$ cat config.mk
export PLATFORM = sky130hd
export DESIGN_NAME = axi_lite_slave_ctrl
export DESIGN_NICKNAME = d
export VERILOG_FILES = /design/src/rtl/axi_lite_slave_ctrl.sv
export SDC_FILE = /design/constraint.sdc
export NUM_CORES = 1
export LEC_CHECK = 0
export ABC_CLOCK_PERIOD_IN_PS = 6600
export BUFFER_PORTS_ARGS = -buffer_cell sky130_fd_sc_hd__buf_2
export CORE_ASPECT_RATIO = 0.9
export CORE_MARGIN = 8
export CORE_UTILIZATION = 40
export CTS_BUF_LIST = sky130_fd_sc_hd__clkbuf_16
export CTS_CLUSTER_SIZE = 28
export DETAILED_ROUTE_END_ITERATION = 12
export GPL_TIMING_DRIVEN = 0
export PLACE_DENSITY = 0.72
export SLEW_MARGIN = 20
export SYNTH_ARGS = -nofsm -noshare
export SYNTH_HDL_FRONTEND = slang
export SYNTH_SLANG_ARGS = --single-unit
$ cat constraint.sdc
create_clock -name clk -period 6.6 [get_ports clk]
set_clock_uncertainty 0.2 [all_clocks]
set_input_delay 1.32 -clock clk [delete_from_list [all_inputs] [get_ports clk]]
set_output_delay 1.32 -clock clk [all_outputs]
set_load 0.05 [all_outputs]
$ cat src/rtl/axi_lite_slave_ctrl.sv
// AXI4-Lite slave front-end that bridges to a valid/ready native register bus.
// Write and read paths run independently. Each path decodes an address window
// and bounds every backend access with a cycle timeout.
module axi_lite_slave_ctrl #(
    parameter int unsigned        ADDR_W  = 32,
    parameter int unsigned        DATA_W  = 32,
    parameter logic [ADDR_W-1:0]  ADDR_LO = '0,
    parameter logic [ADDR_W-1:0]  ADDR_HI = 'hFFF,
    parameter int unsigned        TIMEOUT = 16
) (
    input  logic                clk,
    input  logic                rst,
    input  logic [ADDR_W-1:0]   i_s_awaddr,
    input  logic                i_s_awvalid,
    output logic                o_s_awready,
    input  logic [DATA_W-1:0]   i_s_wdata,
    input  logic [DATA_W/8-1:0] i_s_wstrb,
    input  logic                i_s_wvalid,
    output logic                o_s_wready,
    output logic [1:0]          o_s_bresp,
    output logic                o_s_bvalid,
    input  logic                i_s_bready,
    input  logic [ADDR_W-1:0]   i_s_araddr,
    input  logic                i_s_arvalid,
    output logic                o_s_arready,
    output logic [DATA_W-1:0]   o_s_rdata,
    output logic [1:0]          o_s_rresp,
    output logic                o_s_rvalid,
    input  logic                i_s_rready,
    output logic [ADDR_W-1:0]   o_wr_addr,
    output logic [DATA_W-1:0]   o_wr_data,
    output logic [DATA_W/8-1:0] o_wr_strb,
    output logic                o_wr_valid,
    input  logic                i_wr_ready,
    input  logic [1:0]          i_wr_resp,
    output logic [ADDR_W-1:0]   o_rd_addr,
    output logic                o_rd_valid,
    input  logic                i_rd_ready,
    input  logic [DATA_W-1:0]   i_rd_data,
    input  logic [1:0]          i_rd_resp
);

    localparam int unsigned       STRB_W     = DATA_W / 8;
    localparam int unsigned       CNT_W      = $clog2(TIMEOUT + 1);
    localparam logic [ADDR_W-1:0] ALIGN_MASK = ~ADDR_W'(STRB_W - 1);
    localparam logic [ADDR_W-1:0] SPAN       = ADDR_HI - ADDR_LO;
    localparam logic [CNT_W-1:0]  CNT_LAST   = CNT_W'(TIMEOUT - 1);
    localparam logic [1:0]        RESP_SLVERR = 2'b10;
    localparam logic [1:0]        RESP_DECERR = 2'b11;

    typedef enum logic [1:0] {W_COLLECT, W_REQ, W_RESP} wstate_t;
    typedef enum logic [1:0] {R_IDLE, R_REQ, R_RESP} rstate_t;

    // Single unsigned compare: offsets below ADDR_LO wrap to large values.
    function automatic logic f_in_window(input logic [ADDR_W-1:0] a);
        logic [ADDR_W-1:0] off;
        off = a - ADDR_LO;
        return off <= SPAN;
    endfunction

    wstate_t             r_wstate;
    logic                r_awready, r_wready, r_bvalid, r_wr_valid;
    logic [1:0]          r_bresp;
    logic [ADDR_W-1:0]   r_awaddr;
    logic [DATA_W-1:0]   r_wdata;
    logic [STRB_W-1:0]   r_wstrb;
    logic [CNT_W-1:0]    r_wcnt;

    rstate_t             r_rstate;
    logic                r_arready, r_rvalid, r_rd_valid;
    logic [1:0]          r_rresp;
    logic [ADDR_W-1:0]   r_araddr;
    logic [DATA_W-1:0]   r_rdata;
    logic [CNT_W-1:0]    r_rcnt;

    // Ready registers are only set while collecting, so a handshake implies W_COLLECT.
    logic              w_aw_hs, w_w_hs, w_aw_have, w_w_have;
    logic [ADDR_W-1:0] w_awaddr_cur;

    assign w_aw_hs      = i_s_awvalid & r_awready;
    assign w_w_hs       = i_s_wvalid & r_wready;
    assign w_aw_have    = ~r_awready | w_aw_hs;
    assign w_w_have     = ~r_wready | w_w_hs;
    assign w_awaddr_cur = w_aw_hs ? i_s_awaddr : r_awaddr;

    // Write path: collect AW/W, issue backend request, return B response.
    always_ff @(posedge clk or negedge rst) begin
        if (!rst) begin
            r_wstate   <= W_COLLECT;
            r_awready  <= 1'b1;
            r_wready   <= 1'b1;
            r_bvalid   <= 1'b0;
            r_bresp    <= 2'b00;
            r_wr_valid <= 1'b0;
            r_awaddr   <= '0;
            r_wdata    <= '0;
            r_wstrb    <= '0;
            r_wcnt     <= '0;
        end else begin
            case (r_wstate)
                W_COLLECT: begin
                    if (w_aw_hs) begin
                        r_awaddr  <= i_s_awaddr;
                        r_awready <= 1'b0;
                    end
                    if (w_w_hs) begin
                        r_wdata  <= i_s_wdata;
                        r_wstrb  <= i_s_wstrb;
                        r_wready <= 1'b0;
                    end
                    if (w_aw_have && w_w_have) begin
                        if (f_in_window(w_awaddr_cur)) begin
                            r_wstate   <= W_REQ;
                            r_wr_valid <= 1'b1;
                            r_wcnt     <= '0;
                        end else begin
                            r_wstate <= W_RESP;
                            r_bvalid <= 1'b1;
                            r_bresp  <= RESP_DECERR;
                        end
                    end
                end
                W_REQ: begin
                    r_wcnt <= r_wcnt + 1'b1;
                    if (i_wr_ready) begin
                        r_wstate   <= W_RESP;
                        r_wr_valid <= 1'b0;
                        r_bvalid   <= 1'b1;
                        r_bresp    <= i_wr_resp;
                    end else if (r_wcnt == CNT_LAST) begin
                        r_wstate   <= W_RESP;
                        r_wr_valid <= 1'b0;
                        r_bvalid   <= 1'b1;
                        r_bresp    <= RESP_SLVERR;
                    end
                end
                W_RESP: begin
                    if (i_s_bready) begin
                        r_wstate  <= W_COLLECT;
                        r_bvalid  <= 1'b0;
                        r_awready <= 1'b1;
                        r_wready  <= 1'b1;
                    end
                end
                default: r_wstate <= W_COLLECT;
            endcase
        end
    end

    // Read path: accept AR, issue backend request, return R response.
    always_ff @(posedge clk or negedge rst) begin
        if (!rst) begin
            r_rstate   <= R_IDLE;
            r_arready  <= 1'b1;
            r_rvalid   <= 1'b0;
            r_rresp    <= 2'b00;
            r_rdata    <= '0;
            r_rd_valid <= 1'b0;
            r_araddr   <= '0;
            r_rcnt     <= '0;
        end else begin
            case (r_rstate)
                R_IDLE: begin
                    if (i_s_arvalid) begin
                        r_araddr  <= i_s_araddr;
                        r_arready <= 1'b0;
                        if (f_in_window(i_s_araddr)) begin
                            r_rstate   <= R_REQ;
                            r_rd_valid <= 1'b1;
                            r_rcnt     <= '0;
                        end else begin
                            r_rstate <= R_RESP;
                            r_rvalid <= 1'b1;
                            r_rresp  <= RESP_DECERR;
                            r_rdata  <= '0;
                        end
                    end
                end
                R_REQ: begin
                    r_rcnt <= r_rcnt + 1'b1;
                    if (i_rd_ready) begin
                        r_rstate   <= R_RESP;
                        r_rd_valid <= 1'b0;
                        r_rvalid   <= 1'b1;
                        r_rresp    <= i_rd_resp;
                        r_rdata    <= i_rd_data;
                    end else if (r_rcnt == CNT_LAST) begin
                        r_rstate   <= R_RESP;
                        r_rd_valid <= 1'b0;
                        r_rvalid   <= 1'b1;
                        r_rresp    <= RESP_SLVERR;
                        r_rdata    <= '0;
                    end
                end
                R_RESP: begin
                    if (i_s_rready) begin
                        r_rstate  <= R_IDLE;
                        r_rvalid  <= 1'b0;
                        r_arready <= 1'b1;
                    end
                end
                default: r_rstate <= R_IDLE;
            endcase
        end
    end

    assign o_s_awready = r_awready;
    assign o_s_wready  = r_wready;
    assign o_s_bvalid  = r_bvalid;
    assign o_s_bresp   = r_bresp;
    assign o_wr_valid  = r_wr_valid;
    assign o_wr_addr   = r_awaddr & ALIGN_MASK;
    assign o_wr_data   = r_wdata;
    assign o_wr_strb   = r_wstrb;
    assign o_s_arready = r_arready;
    assign o_s_rvalid  = r_rvalid;
    assign o_s_rresp   = r_rresp;
    assign o_s_rdata   = r_rdata;
    assign o_rd_valid  = r_rd_valid;
    assign o_rd_addr   = r_araddr & ALIGN_MASK;

endmodule
; Word-level counts from Yosys, hierarchy flattened
; Cells that the tools add are included.
[word_totals]
register_bits = 157
in_bits = 145
wordCells = 132
[classes]
addsub = 2
n_lt_le_gt_ge = 2
n_eq_ne = 18
mux = 62
bitwise_logic = 6
reduce_logical = 24
[ops]
columns = operator, count
row1 = $mux W32, 5
row2 = $le A32 B12 Y1 const B, 2
row3 = $pmux W32 S2, 1
row4 = $mux W2, 16
row5 = $mux W1, 23
row6 = $reduce_and A3 Y1, 7
row7 = $mux W5, 4
row8 = $ne A2 B2 Y1 const B, 10
row9 = $pmux W5 S2, 2
row10 = $reduce_and A4 Y1, 4
row11 = $pmux W2 S3, 2
row12 = $add A5 B1 Y5 const B, 2
row13 = $eq A5 B4 Y1 const B, 2
row14 = $pmux W1 S2, 5
row15 = $reduce_and A5 Y1, 2
row16 = $pmux W2 S2, 2
row17 = $reduce_bool A2 Y1, 4
row18 = $ne A3 B3 Y1 const B, 2
row19 = $pmux W1 S3, 2
row20 = $reduce_bool A3 Y1, 2
row21 = $eq A2 B1 Y1 const B, 2
row22 = $eq A2 B2 Y1 const B, 2
row23 = $logic_not A2 Y1, 2
row24 = $reduce_and A2 Y1, 2
row25 = other kinds (4), 7

; Logic depth before layout (Yosys ltp)
[depth]
word_depth = 6
mapped_depth = 10
ltp_nobuf = 8

; Worst setup path after synthesis
; No wires, ideal clock.
[synth_path]
path_kind = input-to-reg
start = input i_s_araddr[14]
end = register r_rdata[11] (netlist: o_s_rdata[11])
arrival_ns = 2.673
required_time_ns = 6.324
setup_slack_ns = 3.651
path_stages = 6
n_path_buf = 2
cell_sequence = or4_4 -> o41ai_4 -> buf_4 -> buf_6 -> nand2_1 -> o21ai_1
[synth_between]
elab_chain_cells = 3
[synth_lines]
columns = item, line
row1 = "start, declared", 23  ; input logic [ADDR_W-1:0] i_s_araddr,
row2 = $le A32 B12 Y1, 58  ; return off <= SPAN;
row3 = $ne A2 B2 Y1 (no source line), n/a
row4 = $reduce_and A4 Y1 (no source line), n/a
row5 = "end signal, assigned", 186  ; r_rdata <= i_rd_data;
row6 = "end, declared", 73  ; logic [DATA_W-1:0] r_rdata;
; Every way passes these cells.
; A chain may end at the register's enable or synchronous reset.

; Worst setup path after layout
[layout_path]
start = input i_s_araddr[20]
end = register r_rdata[11] (netlist: o_s_rdata[11])
; Same word-level chain as after synthesis.

==> metrics.md <==
| Metric | Value |
|---|---|
| Comb power frac | `0.515` |
| Yosys warns | `0` |
| Max-slew headroom | `0.511` |
| Clock root cell | `clkbuf_16` |
| Crit-path max FO | `10` |
| Finished Layout Cells | `1114` |
| Synth Area in XOR/XNOR | `0.00256` |
| Initial DRT Pass Iterations | `4` |
| Hold Crit Class | `reg -> reg` |
| Async set or reset register ratio after synthesis | `1.00` |
| Clock power frac | `0.188` |
| Worst-Skew Late Latency | `about 0.42 ns` |
| Worst path cell trace | `buf_2 -> nor4_1 -> nand3_1 -> o41ai_4 -> buf_4 -> buf_6 -> nand2_1 -> o21ai_1` |
| Slowest cell on the critical path | `o41ai_4` |
| Initial Utilization | `0.407` |
| EDFF count, synth | `0` |
| Cts hold-fix bufs | `0` |
| Largest net degree at the start of global routing | `80` |
| DR vias | `between 5000 and 6000` |
| Mapped Cells | `a little under 600` |
| Most common cell in the netlist | `dfrtp_1` |
| Startpoint types | `input pin` |
| Internal | `~2.6 mW` |
| Worst path max stage delay | `around 0.51 ns` |
| Vias in the first global route | `~6000` |
| Io pins | `around 290` |
| Final setup viols | `0` |
| Worst EP arrival | `3.13 ns` |
| Setup Fix Bufs, Post-CTS | `0` |
| Gr ovfl total | `0` |
| Maximum vdd ir drop | `281 uV` |
| Post_cts resized | `0` |
| Setup crit end kind | `flip-flop` |
| CTS tree | `done` |
| DIE HEIGHT | `between 100 and 150 um` |
| Sequential Power Share | `0.297` |
| Fin crit share | `0.454` |
| IO Port Bufs | `279` |
| DRT Wirelength | `18700 um` |
| Largest area contributor in the netlist | `dfrtp_1` |
| CORE AREA | `0.0168 mm^2` |
| Mux contribution to synthesized area | `0.165` |
| HPWL Detailed | `14600 um` |
| WL per Instance | `around 17 um` |
| Placed Instances | `1082` |
| Outcome | `finished, final reports clean` |
| Hold Vio Cnt, Final | `0` |
| Slew Limit Fails | `0` |
| Compound-Gate Fraction of Synth Area | `0.0844` |
| Largest family of logic cells by synthesized area | `multiplexers` |
| Psw | `about 2.3 mW` |
| Slew @ Worst Pin | `between 0.7 and 0.8 ns` |
| Sum Neg Setup Slack | `0 ns` |
| DIE AREA | `about 0.022 mm^2` |
| DRT antenna net count | `0` |
| H-tree depth | `4` |
| GRT Resource Usage Total | `0.174` |
| Area delta synth->final | `33.2%` |
| Lkg Pwr | `between 4 and 5 nW` |
| Max clock buf depth | `2` |
| Simple-gate share of the synthesized area | `0.104` |
| DRT iter0 DRCs | `approximately 230` |
| Synth Register Bits | `153` |
| Synth Flop Type | `dfrtp_1` |
| Synth Area in Adders | `0.0183` |
| WP data required | `about 6.7 ns` |
| Min Clock Period, post-route | `3.00 ns` |
| Routability cong. | `0.763` |
| Register area share after synthesis | `0.560` |
| Final Power | `4.95 mW` |
| Register clock-pin slew on the reported worst setup and hold paths | `about 0.060 ns` |
| Area share of the largest cell type after synthesis | `0.548` |
| Synth cell types | `roughly 50` |
| Horiz. Die Dim | `approximately 150 um` |
| Diode count | `0` |
| Total clock sinks | `approximately 150` |
| MaxCap Viol Count | `0` |
| Share of cells above drive strength 1 | `0.501` |
| Synthesized cell area | `between 0.006 and 0.007 mm^2` |
| RSZ-0062 raised after global routing | `false` |
| Num CTS Buffers | `17` |
| Max Freq | `~330 MHz` |
| Syn avg cell area | `around 12 um^2` |
| First-pass GRT wire length | `slightly above 30000 um` |
| Pwr Density | `543 mW/mm^2` |
| Commonest cells in the netlist | `dfrtp_1 (150), mux2_2 (96), nand2_1 (85), buf_4 (35), o21ai_0 (21)` |
| Row cnt | `45` |
| Vias per cell | `between 4 and 5` |
| Synth area leaders | `dfrtp_1 (55%), mux2_2 (16%), nand2_1 (4.7%)` |
| Switching share of total power | `0.473` |
| Crit Path Class | `in -> reg` |
| Initial antenna violation count | `2` |
| Fin nets | `between 1000 and 1500` |
| Residual DRC | `0` |
[per-layer routing]
layer  vias to the layer above  track usage  share of wire
met5                         -            0        0.00096
met4                         4       0.0484          0.011
met3                        21       0.0867           0.11
met2                       217        0.288           0.47
met1                      2641        0.194           0.41
li1                       2616            -              -
[registers in the layout, indices dropped and copies added (netlist names), 2 cells and up]
signal     flops
r_wcnt         5
o_wr_data     32
o_wr_strb      4
r_rstate       2
o_s_rdata     32
r_awaddr      30
o_s_bresp      2
r_rcnt         5
r_araddr      30
o_s_rresp      2
r_wstate       2
[cell usage in the layout (no fill, tap or decap), types with 3 or more instances in the layout]
master / count
nand2_1: 85
a31oi_1: 3
inv_1: 19
nor4_1: 13
clkbuf_1: 15
dfstp_2: 3
clkinv_1: 3
ha_1: 10
clkinvlp_4: 4
nand3_1: 13
a21oi_1: 12
o21ai_1: 20
mux2_2: 96
o21ai_0: 21
mux2i_1: 5
a221o_1: 5
clkbuf_16: 17
o22ai_1: 6
nor2_1: 15
nand4_1: 5
dfrtp_1: 150
buf_1: 4
and3_1: 4
conb_1: 4
nor2b_1: 7
buf_4: 35
buf_2: 283
[path summary, 6_finish.rpt]
| check | endpoint | slack, ns | start | cells past startpoint |
|---|---|---|---|---|
| worst max register to register | o_s_rdata[11] | 4.06 | r_rcnt[0] | 10 |
| worst min register to register | o_s_rdata[25] | 0.28 | o_s_rdata[25] | 2 |
| min in group asynchronous | r_awaddr[14] | 0.65 | rst | 1 |
| worst max-delay path | o_s_rdata[11] | 3.60 | i_s_araddr[20] | 8 |
| worst min-delay path | o_s_rdata[25] | 0.28 | o_s_rdata[25] | 2 |
| max in group asynchronous | o_s_arready | 4.73 | rst | 2 |
[worst max-delay path: cells and delay by family]
kind            cells  cell delay, ns
simple gates        3            0.64
compound gates      2            0.62
buf+inv             3            0.54
[power groups by stage]
stage	Sequential (mW)	Combinational, mW	Clock, mW
global placement	1.47	2.54	0
floorplan	2.29	1.15	0
global route	1.52	2.68	0.996
CTS	1.47	2.57	0.955
finish	1.47	2.55	0.932
detailed placement	1.49	2.57	0
[stage by stage]
stage                     setup slack (ns)  hold WS (ns)   util  instance area [um^2]
after detailed placement              3.12         0.269  0.508                  8560
after CTS                             3.58         0.283  0.542                  9120
after floorplan                       3.65         0.277      -                  6860
after global placement                1.72         0.256  0.506                  8520
after global routing                  3.44         0.296  0.542                  9120
final                                 3.60         0.277  0.542                  9120
[logic make-up after synthesis]
group | count (synthesis)
buf+inv | 78
other cells | 1
mux | 101
flops | 153
fa+ha+maj | 10
compound gates | 88
simple gates | 155
xor+xnor | 2
[final cells by class]
type                       count  area, um^2
buffer                        61         382
sequential                   153        3830
timing repair buffer         280        1430
fill                        1527        7710
tap                          211         264
multi-input combinational    360        2580
clock inverter                15         136
inverter                      17        63.8
clock buffer                  17         425
Power figures use the tool's default switching activity.
